[src/rtl/sync_fifo.sv]
// sync_fifo: single-clock FIFO, N entries of WIDTH bits, registered read data.
// N does not have to be a power of two; both pointers wrap explicitly at N-1.
// Optional macro SYNC_FIFO_ERR_EN adds sticky overflow/underflow outputs.
module sync_fifo #(
  parameter int unsigned N     = 8,
  parameter int unsigned WIDTH = 8
) (
  input  logic             clk,
  input  logic             rst,
  input  logic [WIDTH-1:0] din,
  input  logic             wr_en,
  input  logic             rd_en,
  output logic [WIDTH-1:0] dout,
  output logic             full,
`ifdef SYNC_FIFO_ERR_EN
  output logic             empty,
  output logic             overflow,
  output logic             underflow
`else
  output logic             empty
`endif
);

  localparam int unsigned PTR_W = (N > 1) ? $clog2(N) : 1;
  localparam int unsigned CNT_W = $clog2(N + 1);

  logic [WIDTH-1:0] mem [N];

  logic [PTR_W-1:0] wr_ptr_q, wr_ptr_d;
  logic [PTR_W-1:0] rd_ptr_q, rd_ptr_d;
  logic [CNT_W-1:0] count_q,  count_d;
  logic [WIDTH-1:0] dout_q,   dout_d;
  logic             wr_acc;
  logic             rd_acc;

`ifdef SYNC_FIFO_ERR_EN
  logic overflow_q,  overflow_d;
  logic underflow_q, underflow_d;
`endif

  // Status flags come straight from the occupancy register
  assign full  = (count_q == CNT_W'(N));
  assign empty = (count_q == '0);
  assign dout  = dout_q;

  // A full FIFO still accepts a write when a read frees a slot in the same cycle
  assign wr_acc = wr_en && (!full || rd_en);
  assign rd_acc = rd_en && !empty;

  // Next-state for pointers, count, read data and error flags
  always_comb begin
    wr_ptr_d = wr_ptr_q;
    rd_ptr_d = rd_ptr_q;
    count_d  = count_q;
    dout_d   = dout_q;

    if (wr_acc) begin
      wr_ptr_d = (wr_ptr_q == PTR_W'(N - 1)) ? '0 : wr_ptr_q + PTR_W'(1);
    end
    if (rd_acc) begin
      rd_ptr_d = (rd_ptr_q == PTR_W'(N - 1)) ? '0 : rd_ptr_q + PTR_W'(1);
      dout_d   = mem[rd_ptr_q];
    end

    unique case ({wr_acc, rd_acc})
      2'b10:   count_d = count_q + CNT_W'(1);
      2'b01:   count_d = count_q - CNT_W'(1);
      default: count_d = count_q;
    endcase

`ifdef SYNC_FIFO_ERR_EN
    overflow_d  = overflow_q  | (wr_en && full && !rd_en);
    underflow_d = underflow_q | (rd_en && empty);
`endif
  end

  // Control state register with synchronous reset
  always_ff @(posedge clk) begin
    if (rst) begin
      wr_ptr_q <= '0;
      rd_ptr_q <= '0;
      count_q  <= '0;
      dout_q   <= '0;
    end else begin
      wr_ptr_q <= wr_ptr_d;
      rd_ptr_q <= rd_ptr_d;
      count_q  <= count_d;
      dout_q   <= dout_d;
    end
  end

  // Storage array; contents survive reset and are written only on an accepted write
  always_ff @(posedge clk) begin
    if (!rst && wr_acc) begin
      mem[wr_ptr_q] <= din;
    end
  end

`ifdef SYNC_FIFO_ERR_EN
  // Sticky error flags, cleared only by reset
  always_ff @(posedge clk) begin
    if (rst) begin
      overflow_q  <= 1'b0;
      underflow_q <= 1'b0;
    end else begin
      overflow_q  <= overflow_d;
      underflow_q <= underflow_d;
    end
  end

  assign overflow  = overflow_q;
  assign underflow = underflow_q;
`endif

endmodule

[config.mk]
export PLATFORM = sky130hd
export DESIGN_NAME = sync_fifo
export DESIGN_NICKNAME = d
export VERILOG_FILES = /design/src/rtl/sync_fifo.sv
export SDC_FILE = /design/constraint.sdc
export NUM_CORES = 1
export LEC_CHECK = 0
export BUFFER_PORTS_ARGS = -buffer_cell sky130_fd_sc_hd__buf_2
export CAP_MARGIN = 20
export CORE_MARGIN = 5
export CORE_UTILIZATION = 63
export DETAILED_ROUTE_END_ITERATION = 8
export GPL_TIMING_DRIVEN = 0
export PLACE_DENSITY_LB_ADDON = 0.12
export SLEW_MARGIN = 40
export SYNTH_ARGS = -nofsm -noshare
export SYNTH_HDL_FRONTEND = slang
export SYNTH_SLANG_ARGS = --single-unit
[constraint.sdc]
create_clock -name clk -period 5.7 [get_ports clk]
set_input_delay 0.285 -clock clk [delete_from_list [all_inputs] [get_ports clk]]
set_output_delay 0.285 -clock clk [all_outputs]
set_load 0.005 [all_outputs]
==> metrics.cfg <==
[run_status]
outcome = complete, no violations

[sta]
tightest_slew_ns = 0.874
finClkSkew_ns = 0.00698
period_share_pct = 51.1
finalSetupViolations = 0
finalMaxSlewViolations = 0
final.min_clock_period_ns = 2.91
slew_headroom_pct = 41.4
rsz0062_at_grt = no
max_freq_ghz = 0.343
hold_violations = 0
setup_slack_ns = 2.79
tns_ns = 0

[cells_and_area]
postLayoutCoreUtil_pct = 73.6
drive_gt1_share_pct = 31.4
fin_cells = 306
antenna_cells = 0
most-common-layout-cells = edfxtp_1, buf_2, nor2_1
fin_area_um2 = 3710
final_nets = 251
area_delta_synth_final_pct = 14.6
fill_cells = 303
final_common_cell = edfxtp_1

[worst_hold_path]
hold_path_depth = 1
min_path_type = in2reg

[setup_path]
crit_slowest_cell = or4b_4
required_ns = 5.98
crit_buf_inv = 0
cp-start-kind = register
crit_chain = or4b_4 -> o21ai_4 -> ha_1 -> ha_1 -> a21oi_1 -> a21oi_1 -> or4_1 -> a21oi_1
crit_end = count_q[3]
cpPeakStageDelay_ns = 0.59
crit_family = simple AND/OR/NAND/NOR gates
cp_common_cell = a21oi_1
reg2regPathDepth = 8
r2r-end = count_q[3]
path_max_fanout = 10
crit_path_end_kind = register
worst_ep_arrival_time_ns = 3.20
regToRegStartpoint = count_q[0]
crit_start = count_q[0]
r2r_setup_slack_ns = 2.79
critical_path_class = reg2reg
crit_cells = 8

[power]
intPower_mw = 1.12
pwr-share-clk_pct = 29.7
p_switching_uw = 423
p_sw_share_pct = 27.4
leakagePower_nw = 1.30
comb_power_share_pct = 23.3
pwr-share-seq_pct = 47.0
peakVddDrop_v = 0.000202
power.density_nw_per_um2 = 416

[floorplanning]
die_area_um2 = 6670
fp.coreArea_um2 = 5040
die_w_um = 81.7
start_util_pct = 64.2
fp-row-count = 26
die_y_um = 81.7
io_pins = 22

[detailed_routing]
wl_met3_um = 508
drt-total-wl_mm = 6.44
top_layer = met4
ant_nets = 0
dr_total_vias = 1841
routedWlPerCell_um = 21.0
drt-met1-wl_mm = 2.43
avgViaCountPerCell = 6.02
drt_iter0_drc = 126
firstDrtPassIters = 4
wl_met2_mm = 3.41
drc = 0

[cts]
path_clk_slew_ns = 0.08
cts-root-buf = clkbuf_8
cts_tree = yes
cts_setup_buffers = 0
clkLatencyLatePin_ns = 0.35
cts_buffers = 9
ctsHoldBuffers = 0
htree_levels = 3
clock_sinks = 82
clockBufferDepth = 2
ctsResizeCount = 0

[logic_synthesis]
ys_types = 30
avgSynthCellArea_um2 = 16.7
synthCells = 194
yosysWarnings = 0
ys_ff_latch = 82
synth_area_um2 = 3240
synth-seq-area-share_pct = 70.5
synth_fp_nets = 214

[grt]
grt_use_total_pct = 22.4
grt_pass1_wl_mm = 10.2
grt_start_max_net_pins = 14
grt_pass1_vias = 1943
antenna_found_initial = 0
grt-ovfl-total = 0

[place]
dpl-instance-area_um2 = 3490
gp_congestion = 0.868
post-place-cells = 290
io_buffers = 21
pre_cts_ws_ns = 2.88
place.detailed.hpwl_mm = 4.18

[job]
max-cap-violations = 0

[layer usage]
layer,vias up,global-route usage (%)
met5,-,0
met4,0,10.8
met3,14,3.95
met2,81,39.0
met1,915,27.0
li1,831,-
[worst min-delay path by stage]
stage	start	end	slack, ns
4_1_cts	din[4]	mem[2][4]	0.19
5_1_grt	din[4]	mem[0][4]	0.20
6_report	din[6]	mem[4][6]	0.20
2_1_floorplan	din[0]	mem[0][0]	0.38
3_5_place_dp	dout[6]	dout[6]	0.48
3_3_place_gp	dout[5]	dout[5]	0.47
[sequential cells by signal, summed over array words and instances, names as in the netlist]
signal / count
rd_ptr_q: 3
wr_ptr_q: 3
mem: 64
count_q: 4
dout: 8
[cells by family (layout without fill, tap and decap cells)]
| kind of cell | count (synthesis) | count (layout) | synth area share [%] |
|---|---|---|---|
| DFF | 82 | 82 | 70.5 |
| AOI/OAI and AO/OA | 19 | 19 | 3.98 |
| adders and majority gates | 8 | 8 | 3.32 |
| muxes | 20 | 20 | 12.4 |
| xor gates and xnor gates | 2 | 2 | 0.541 |
| buffers and inverters | 13 | 55 | 1.78 |
| and+or+nand+nor | 50 | 50 | 7.53 |
[cells in the mapped netlist (all sizes together)]
library cell	instances	share of area, %
or3	1	0.23
nand3b	1	0.23
mux2i	4	1.2
o31ai	1	0.23
o22ai	8	1.5
nand2	5	0.58
edfxtp	64	59
or3b	1	0.27
fa	1	0.62
inv	4	0.46
nand2b	1	0.19
o211ai	1	0.23
and3	1	0.19
o21ai	1	0.50
dfxtp	18	11
buf	5	0.85
nor4b	1	0.27
nor4	2	0.39
ha	7	2.7
xor2	2	0.54
mux4	16	11
nand3	1	0.15
or4b	1	0.42
or4	1	0.23
o41a	1	0.39
nor3	11	1.7
clkbuf	4	0.46
a21oi	7	1.1
nor2	23	2.7
[per-stage QoR]
stage | total power [mW] | hold slack, ns
2_1_floorplan | 0.990 | 0.384
3_3_place_gp | 1.08 | 0.475
3_5_place_dp | 1.10 | 0.479
4_1_cts | 1.55 | 0.192
5_1_grt | 1.62 | 0.195
6_report | 1.55 | 0.199
[cell type report]
cell class                 count  area [um^2]  area share, %
tap                           70         87.6           2.36
inverter                       4         15.0          0.404
clock buffer                  11          141           3.81
clock inverter                 5         77.6           2.09
buffer                         9         42.5           1.15
timing repair buffer          26          133           3.57
sequential                    82         2280           61.5
multi-input combinational     99          933           25.1
[power by group through the flow]
stage / registers [mW] / clock network (mW) / logic, mW
floorplan: 0.735 / 0 / 0.255
global placement: 0.734 / 0 / 0.345
detailed placement: 0.738 / 0 / 0.363
CTS: 0.725 / 0.460 / 0.365
global route: 0.731 / 0.492 / 0.401
finish: 0.726 / 0.460 / 0.360
No activity file was read; power rests on OpenSTA's default activity.
